===== src/rtl/axi_lite_regs_if.sv =====
// rtl/axi_lite_regs_if.sv - AXI-Lite bus bundle with responder and requester views
interface AXI_LITE;
    logic [31:0] awaddr;
    logic        awvalid;
    logic        awready;
    logic [31:0] wdata;
    logic        wvalid;
    logic        wready;
    logic        wlast;
    logic [1:0]  bresp;
    logic        bvalid;
    logic        bready;
    logic [31:0] araddr;
    logic        arvalid;
    logic        arready;
    logic [31:0] rdata;
    logic        rvalid;
    logic        rready;
    logic        rlast;

    modport slave (
        input  awaddr, awvalid, wdata, wvalid, wlast, bready, araddr, arvalid, rready,
        output awready, wready, bresp, bvalid, arready, rdata, rvalid, rlast
    );

    modport master (
        output awaddr, awvalid, wdata, wvalid, wlast, bready, araddr, arvalid, rready,
        input  awready, wready, bresp, bvalid, arready, rdata, rvalid, rlast
    );
endinterface


===== src/rtl/axi_lite_regs.sv =====
// rtl/axi_lite_regs.sv - AXI-Lite responder exposing a bank of 32-bit RW/RO registers
module axi_lite_regs #(
    parameter int                  NUM_REGS = 8,
    parameter logic [NUM_REGS-1:0] RO_MASK  = '0
) (
    input  logic                      clk,
    input  logic                      rst_n,
    AXI_LITE.slave                    axi,
    output logic [32*NUM_REGS-1:0]    reg_q,
    output logic [NUM_REGS-1:0]       reg_wr_pulse,
    output logic [NUM_REGS-1:0]       reg_rd_pulse,
    input  logic [32*NUM_REGS-1:0]    hw_status
);
    typedef enum logic {W_IDLE, W_RESP} w_state_t;
    typedef enum logic {R_IDLE, R_DATA} r_state_t;

    localparam int         HW_W       = 32 * 64;
    localparam logic [63:0] RO_EXT    = 64'(RO_MASK);
    localparam logic [6:0] NUM_REGS_W = 7'(NUM_REGS);

    w_state_t w_state, w_next;
    r_state_t r_state, r_next;

    logic        ready_en;
    logic        aw_held, w_held;
    logic [5:0]  aw_idx;
    logic [31:0] w_data;
    logic [31:0] bank [64];
    logic [HW_W-1:0] hw_ext;

    logic        aw_fire, w_fire, ar_fire, wr_go;
    logic [5:0]  wr_idx, rd_idx;
    logic [31:0] wr_data, rd_word;
    logic        wr_ok, rd_in_range;
    logic [63:0] wr_onehot, rd_onehot;
    logic        unused_bits;

    assign unused_bits = ^{axi.awaddr[31:8], axi.awaddr[1:0],
                           axi.araddr[31:8], axi.araddr[1:0], axi.wlast};

    assign hw_ext      = HW_W'(hw_status);
    assign wr_idx      = aw_held ? aw_idx : axi.awaddr[7:2];
    assign wr_data     = w_held ? w_data : axi.wdata;
    assign wr_ok       = ({1'b0, wr_idx} < NUM_REGS_W) && !RO_EXT[wr_idx];
    assign wr_onehot   = 64'd1 << wr_idx;
    assign rd_idx      = axi.araddr[7:2];
    assign rd_in_range = {1'b0, rd_idx} < NUM_REGS_W;
    assign rd_onehot   = 64'd1 << rd_idx;
    assign rd_word     = !rd_in_range    ? 32'd0 :
                         RO_EXT[rd_idx]  ? hw_ext[32*rd_idx +: 32] : bank[rd_idx];

    for (genvar i = 0; i < NUM_REGS; i++) begin : g_q
        assign reg_q[32*i +: 32] = RO_EXT[i] ? 32'd0 : bank[i];
    end

    always_ff @(posedge clk or negedge rst_n) begin
        if (!rst_n) begin
            w_state <= W_IDLE;
            r_state <= R_IDLE;
        end else begin
            w_state <= w_next;
            r_state <= r_next;
        end
    end

    // AW and W may land in either order; the write fires once both are in hand
    always_comb begin
        w_next      = w_state;
        axi.awready = 1'b0;
        axi.wready  = 1'b0;
        axi.bvalid  = 1'b0;
        aw_fire     = 1'b0;
        w_fire      = 1'b0;
        wr_go       = 1'b0;
        case (w_state)
            W_IDLE: begin
                axi.awready = ready_en && !aw_held;
                axi.wready  = ready_en && !w_held;
                aw_fire     = axi.awvalid && axi.awready;
                w_fire      = axi.wvalid && axi.wready;
                wr_go       = (aw_held || aw_fire) && (w_held || w_fire);
                if (wr_go) w_next = W_RESP;
            end
            W_RESP: begin
                axi.bvalid = 1'b1;
                if (axi.bready) w_next = W_IDLE;
            end
            default: w_next = W_IDLE;
        endcase
    end

    always_comb begin
        r_next      = r_state;
        axi.arready = 1'b0;
        axi.rvalid  = 1'b0;
        axi.rlast   = 1'b0;
        ar_fire     = 1'b0;
        case (r_state)
            R_IDLE: begin
                axi.arready = ready_en;
                ar_fire     = axi.arvalid && axi.arready;
                if (ar_fire) r_next = R_DATA;
            end
            R_DATA: begin
                axi.rvalid = 1'b1;
                axi.rlast  = 1'b1;
                if (axi.rready) r_next = R_IDLE;
            end
            default: r_next = R_IDLE;
        endcase
    end

    always_ff @(posedge clk or negedge rst_n) begin
        if (!rst_n) begin
            ready_en     <= 1'b0;
            aw_held      <= 1'b0;
            w_held       <= 1'b0;
            aw_idx       <= '0;
            w_data       <= '0;
            axi.bresp    <= 2'b00;
            axi.rdata    <= '0;
            reg_wr_pulse <= '0;
            reg_rd_pulse <= '0;
            for (int i = 0; i < 64; i++) bank[i] <= '0;
        end else begin
            ready_en     <= 1'b1;
            reg_wr_pulse <= '0;
            reg_rd_pulse <= '0;
            if (wr_go) begin
                aw_held   <= 1'b0;
                w_held    <= 1'b0;
                axi.bresp <= wr_ok ? 2'b00 : 2'b10;
                if (wr_ok) begin
                    bank[wr_idx] <= wr_data;
                    reg_wr_pulse <= wr_onehot[NUM_REGS-1:0];
                end
            end else begin
                if (aw_fire) begin
                    aw_held <= 1'b1;
                    aw_idx  <= axi.awaddr[7:2];
                end
                if (w_fire) begin
                    w_held <= 1'b1;
                    w_data <= axi.wdata;
                end
            end
            // Bank is read before this edge's write lands, so a same-edge read sees the old value
            if (ar_fire) begin
                axi.rdata    <= rd_word;
                reg_rd_pulse <= rd_in_range ? rd_onehot[NUM_REGS-1:0] : '0;
            end
        end
    end
endmodule


===== src/flat_wrapper.sv =====
// flat-port wrapper written by rule: the top's interface ports become plain ports
module axi_lite_regs_flat 
#(
    parameter int                  NUM_REGS = 8,
    parameter logic [NUM_REGS-1:0] RO_MASK  = '0
)
  (clk, rst_n, reg_q, reg_wr_pulse, reg_rd_pulse, hw_status, axi_awaddr, axi_awvalid, axi_wdata, axi_wvalid, axi_wlast, axi_bready, axi_araddr, axi_arvalid, axi_rready, axi_awready, axi_wready, axi_bresp, axi_bvalid, axi_arready, axi_rdata, axi_rvalid, axi_rlast);
  AXI_LITE axi_i ();
  input  logic clk;
  input  logic rst_n;
  output logic [32*NUM_REGS-1:0] reg_q;
  output logic [NUM_REGS-1:0] reg_wr_pulse;
  output logic [NUM_REGS-1:0] reg_rd_pulse;
  input  logic [32*NUM_REGS-1:0] hw_status;
  input wire logic [$bits(axi_i.awaddr)-1:0] axi_awaddr;
  input wire logic [$bits(axi_i.awvalid)-1:0] axi_awvalid;
  input wire logic [$bits(axi_i.wdata)-1:0] axi_wdata;
  input wire logic [$bits(axi_i.wvalid)-1:0] axi_wvalid;
  input wire logic [$bits(axi_i.wlast)-1:0] axi_wlast;
  input wire logic [$bits(axi_i.bready)-1:0] axi_bready;
  input wire logic [$bits(axi_i.araddr)-1:0] axi_araddr;
  input wire logic [$bits(axi_i.arvalid)-1:0] axi_arvalid;
  input wire logic [$bits(axi_i.rready)-1:0] axi_rready;
  output wire logic [$bits(axi_i.awready)-1:0] axi_awready;
  output wire logic [$bits(axi_i.wready)-1:0] axi_wready;
  output wire logic [$bits(axi_i.bresp)-1:0] axi_bresp;
  output wire logic [$bits(axi_i.bvalid)-1:0] axi_bvalid;
  output wire logic [$bits(axi_i.arready)-1:0] axi_arready;
  output wire logic [$bits(axi_i.rdata)-1:0] axi_rdata;
  output wire logic [$bits(axi_i.rvalid)-1:0] axi_rvalid;
  output wire logic [$bits(axi_i.rlast)-1:0] axi_rlast;
  assign axi_i.awaddr = axi_awaddr;
  assign axi_i.awvalid = axi_awvalid;
  assign axi_i.wdata = axi_wdata;
  assign axi_i.wvalid = axi_wvalid;
  assign axi_i.wlast = axi_wlast;
  assign axi_i.bready = axi_bready;
  assign axi_i.araddr = axi_araddr;
  assign axi_i.arvalid = axi_arvalid;
  assign axi_i.rready = axi_rready;
  assign axi_awready = axi_i.awready;
  assign axi_wready = axi_i.wready;
  assign axi_bresp = axi_i.bresp;
  assign axi_bvalid = axi_i.bvalid;
  assign axi_arready = axi_i.arready;
  assign axi_rdata = axi_i.rdata;
  assign axi_rvalid = axi_i.rvalid;
  assign axi_rlast = axi_i.rlast;
  axi_lite_regs #(.NUM_REGS(NUM_REGS), .RO_MASK(RO_MASK)) u_core (.clk(clk), .rst_n(rst_n), .axi(axi_i), .reg_q(reg_q), .reg_wr_pulse(reg_wr_pulse), .reg_rd_pulse(reg_rd_pulse), .hw_status(hw_status));
endmodule

===== config.mk =====
export PLATFORM = sky130hd
export DESIGN_NAME = axi_lite_regs_flat
export DESIGN_NICKNAME = d
export VERILOG_FILES = /design/src/rtl/axi_lite_regs_if.sv /design/src/rtl/axi_lite_regs.sv /design/src/flat_wrapper.sv
export SDC_FILE = /design/constraint.sdc
export NUM_CORES = 2
export LEC_CHECK = 0
export CAP_MARGIN = 20
export CORE_AREA = 2 2 265 267
export DETAILED_ROUTE_END_ITERATION = 10
export DIE_AREA = 0 0 267 269
export PLACE_DENSITY_LB_ADDON = 0.2
export SLEW_MARGIN = 0
export SYNTH_ARGS = -nofsm -noshare
export SYNTH_HDL_FRONTEND = slang
export SYNTH_SLANG_ARGS = --single-unit

===== constraint.sdc =====
create_clock -name clk -period 2.9 [get_ports clk]
set_input_delay 0.435 -clock clk [delete_from_list [all_inputs] [get_ports clk]]
set_output_delay 0.435 -clock clk [all_outputs]
set_load 0.02 [all_outputs]

==> results.sh <==
export IMPL_cell_internal_pwr_mw=14.5
export IMPL_layout_nets=1721
export IMPL_pin_slew_with_the_least_headroom_to_its_limit_ps=751
export IMPL_min_delay_start="axi_araddr[2]"
export IMPL_yosys_area_top_type_share_pct=50.5
export IMPL_clk_pin_slew_ps=60
export IMPL_cts_repair_resize_count=0
export IMPL_run_status="finished clean"
export IMPL_quantity_of_i_o_buffers_inserted_on_ports=361
export IMPL_grt_ovfl_total=0
export IMPL_number_of_global_route_vias_before_repair=10800
export IMPL_first_pass_iters=4
export IMPL_required_ps=2470
export IMPL_peak_per_stage_delay_on_the_critical_path_ps=670
export IMPL_drt_antenna_violating_nets=0
export IMPL_slew_violations=0
export IMPL_post_route_cells_drive_above_1_share_pct=37.1
export IMPL_place_ws_ps=160
export IMPL_seqCellArea_um2=8710
export IMPL_timing_critical_path_slowest_stage_cell="clkdlybuf4s50_1"
export IMPL_place_detailed_instances=2256
export IMPL_grtUsageTotal_pct=15.8
export IMPL_cellLeakagePower_nw=9.91
export IMPL_ys_ff_latch=348
export IMPL_post_synth_cell_area_avg_um2=14.1
export IMPL_pin_count=672
export IMPL_multiInputGateArea_um2=6160
export IMPL_fp_row_count=97
export IMPL_first_drt_iteration_drcs=536
export IMPL_design_die_area_um2=71800
export IMPL_ys_async_sr_fraction_pct=100
export IMPL_r2r_setup_slk_ps=340
export IMPL_drv_max_cap_violation_count=0
export IMPL_total_of_fill_cells_in_the_finished_design=6874
export IMPL_fmax_mhz=380
export IMPL_switching_share_pct=34.8
export IMPL_period_minus_slack_ps=2630
export IMPL_leading_cell_types_by_total_area_after_synthesis="dfrtp_1 (51%), mux2_2 (19%), buf_4 (11%)"
export IMPL_synth_seq_area_share_pct=50.5
export IMPL_setup_worst_path_class="reg2out"
export IMPL_areaGrowthSynthToFinish_pct=26.3
export IMPL_routed_via_count=10100
export IMPL_worst_skew_pair_later_pin_latency_ps=570
export IMPL_floorplan_core_area_um2=69300
export IMPL_rr_startpoint="u_core.aw_held"
export IMPL_grt_max_degree=77
export IMPL_finalCritPeriodShare_pct=90.8
export IMPL_routed_wl_per_cell_um=24.3
export IMPL_hold_viol_final=0
export IMPL_worstHoldEndpoint="u_core.reg_rd_pulse[6]"
export IMPL_cts_path_max_buffers=3
export IMPL_die_width_um=267
export IMPL_post_synth_top_count_cell="dfrtp_1"
export IMPL_die_h_um=269
export IMPL_end_kind="output pin"
export IMPL_clock_power_share_pct=25.8
export IMPL_cts_buffers_inserted=42
export IMPL_timing_max_slew_rel_slack_pct=49.7
export IMPL_setup_ws_ps=267
export IMPL_power_switching_mw=7.72
export IMPL_root_buffer="clkbuf_16"
export IMPL_stdcell_count=2334
export IMPL_finalSetupViolCount=0
export IMPL_hold_depth=2
export IMPL_clock_sinks=348
export IMPL_initial_utilization_pct=24.9
export IMPL_syn_area_um2=17200
export IMPL_detail_route_wirelength_um=56800
export IMPL_synth_top_cell_by_area="dfrtp_1"
export IMPL_min_path_type="in2reg"
export IMPL_final_total_negative_setup_slack_ps=0
export IMPL_rsz0062_at_grt="false"
export IMPL_routabilityCongestion=0.753
export IMPL_synth_common_cells="dfrtp_1 (348), mux2_2 (293), buf_4 (258)"
export IMPL_max_vdd_ir_drop_uv=416
export IMPL_n_antenna_cell=0
export IMPL_fin_worst_skew_ps=12.4
export IMPL_synth_edff_count=0
export IMPL_r2r_worst_path_cells=5
export IMPL_timing_critical_path_fanout_max=9
export IMPL_cts_tree="yes"
export IMPL_timing_critical_path_arrival_ps=2200
export IMPL_route_detailed_vias_per_inst=4.31
export IMPL_synth_unique_cells=36
export IMPL_p_comb_share_pct=38.8
export IMPL_layout_core_utilization_pct=31.4
export IMPL_syn_instance_count=1227
export IMPL_ys_flop_type="dfrtp_1"
export IMPL_regToRegEndpoint="u_core.reg_q[141]"
export IMPL_route_detailed_drc=0
export IMPL_grt_antenna_before_repair=3
export IMPL_power_per_cell_area_nw_per_um2=1020
export IMPL_synthesis_yosys_warnings=0
export IMPL_worstSetupStartpointType="register"
export IMPL_critical_path_cell_chain="nand2b_1 -> nor2_1 -> clkdlybuf4s50_1"
export IMPL_mappedNetlistNets=1587
export IMPL_grt_first_pass_wirelength_um=80700
export IMPL_dp_final_hpwl_um=37200
export IMPL_power_frac_seq_pct=35.4
export IMPL_htree_levels=2
-- critical path, delay by kind of cell (launching register included) --
kind | cells | cell delay, ps
buf+inv | 1 | 670
flops | 1 | 480
simple gates | 2 | 480
-- power by group through the flow --
stage	logic (mW)	clock network, mW	registers (mW)
after CTS	8.76	5.95	7.88
after global placement	8.66	0	7.90
final	8.62	5.73	7.87
after detailed placement	8.72	0	7.95
after floorplan	6.65	0	7.40
after global routing	9.18	6.12	8.13
-- layer usage --
| metal | part of all wire [%] | vias up | global-route usage, % |
|---|---|---|---|
| met5 | 0.078 | - | 0 |
| met1 | 45 | 5261 | 21.1 |
| li1 | - | 4375 | - |
| met2 | 44 | 350 | 24.0 |
| met3 | 9.3 | 70 | 6.10 |
| met4 | 1.8 | 6 | 3.70 |
-- stage by stage --
step	hold WS, ps	area [µm²]	power (mW)
final	279	21800	22.2
after global routing	269	21800	23.4
after detailed placement	444	20300	16.7
after CTS	242	21800	22.6
after floorplan	139	17200	14.0
after global placement	445	20300	16.6
-- flip-flops by register name, indices dropped and copies added, names as in the netlist, 6 cells and up --
register / flops
u_core.w_data: 32
u_core.reg_wr_pulse: 8
u_core.aw_idx: 6
u_core.reg_rd_pulse: 8
u_core.reg_q: 256
u_core.axi.rdata: 32
-- cell type report --
class | count | area share (%)
Timing Repair Buffer | 407 | 19.2
Clock buffer | 57 | 5.46
Sequential cell | 348 | 40.0
Tap cell | 940 | 5.40
Inverter | 11 | 0.190
Clock inverter | 20 | 1.41
Multi-Input combinational cell | 551 | 28.3
-- what timing repair did --
item                      in CTS  in global routing
setup buffers                  0                  0
hold endpoints to repair      50                  0
hold buffers                   1                  0
-- cell families after synthesis --
logic type	share of synthesized area (%)
AOI/OAI and AO/OA	2.06
and+or+nand+nor	3.24
other	0.0436
muxes	30.3
DFF	50.5
buffers and inverters	13.8
-- how the worst max path moves through the flow --
stage / startpoint / endpoint / slack, ps / depth (start not counted)
finish: u_core.w_state / axi_wready / 270 / 3
global route: u_core.w_state / axi_wready / 200 / 3
CTS: u_core.w_state / axi_wready / 260 / 3
detailed placement: axi_awaddr[2] / u_core.reg_q[141] / 160 / 6
global placement: axi_awaddr[6] / u_core.reg_q[103] / 210 / 7
floorplan: axi_awaddr[6] / u_core.reg_q[118] / 710 / 5
-- cells in the final DEF, fill, tap and decap left out, types with 3 or more instances in the layout --
cell type and n:
clkinv_2 8, mux2_1 12, mux4_2 64, a211oi_1 3
mux2_4 22, nor3_1 5, nor2_1 10, a22oi_1 31
buf_4 28, buf_12 18, bufinv_16 7, a21oi_1 3
nand2_4 8, mux2_2 293, nand2_1 66, clkbuf_16 43
nand3b_1 5, clkdlybuf4s50_1 358, clkbuf_1 8, or3b_2 3
inv_1 11, clkbuf_8 6, dfrtp_1 347
Power figures use the tool's default switching activity.
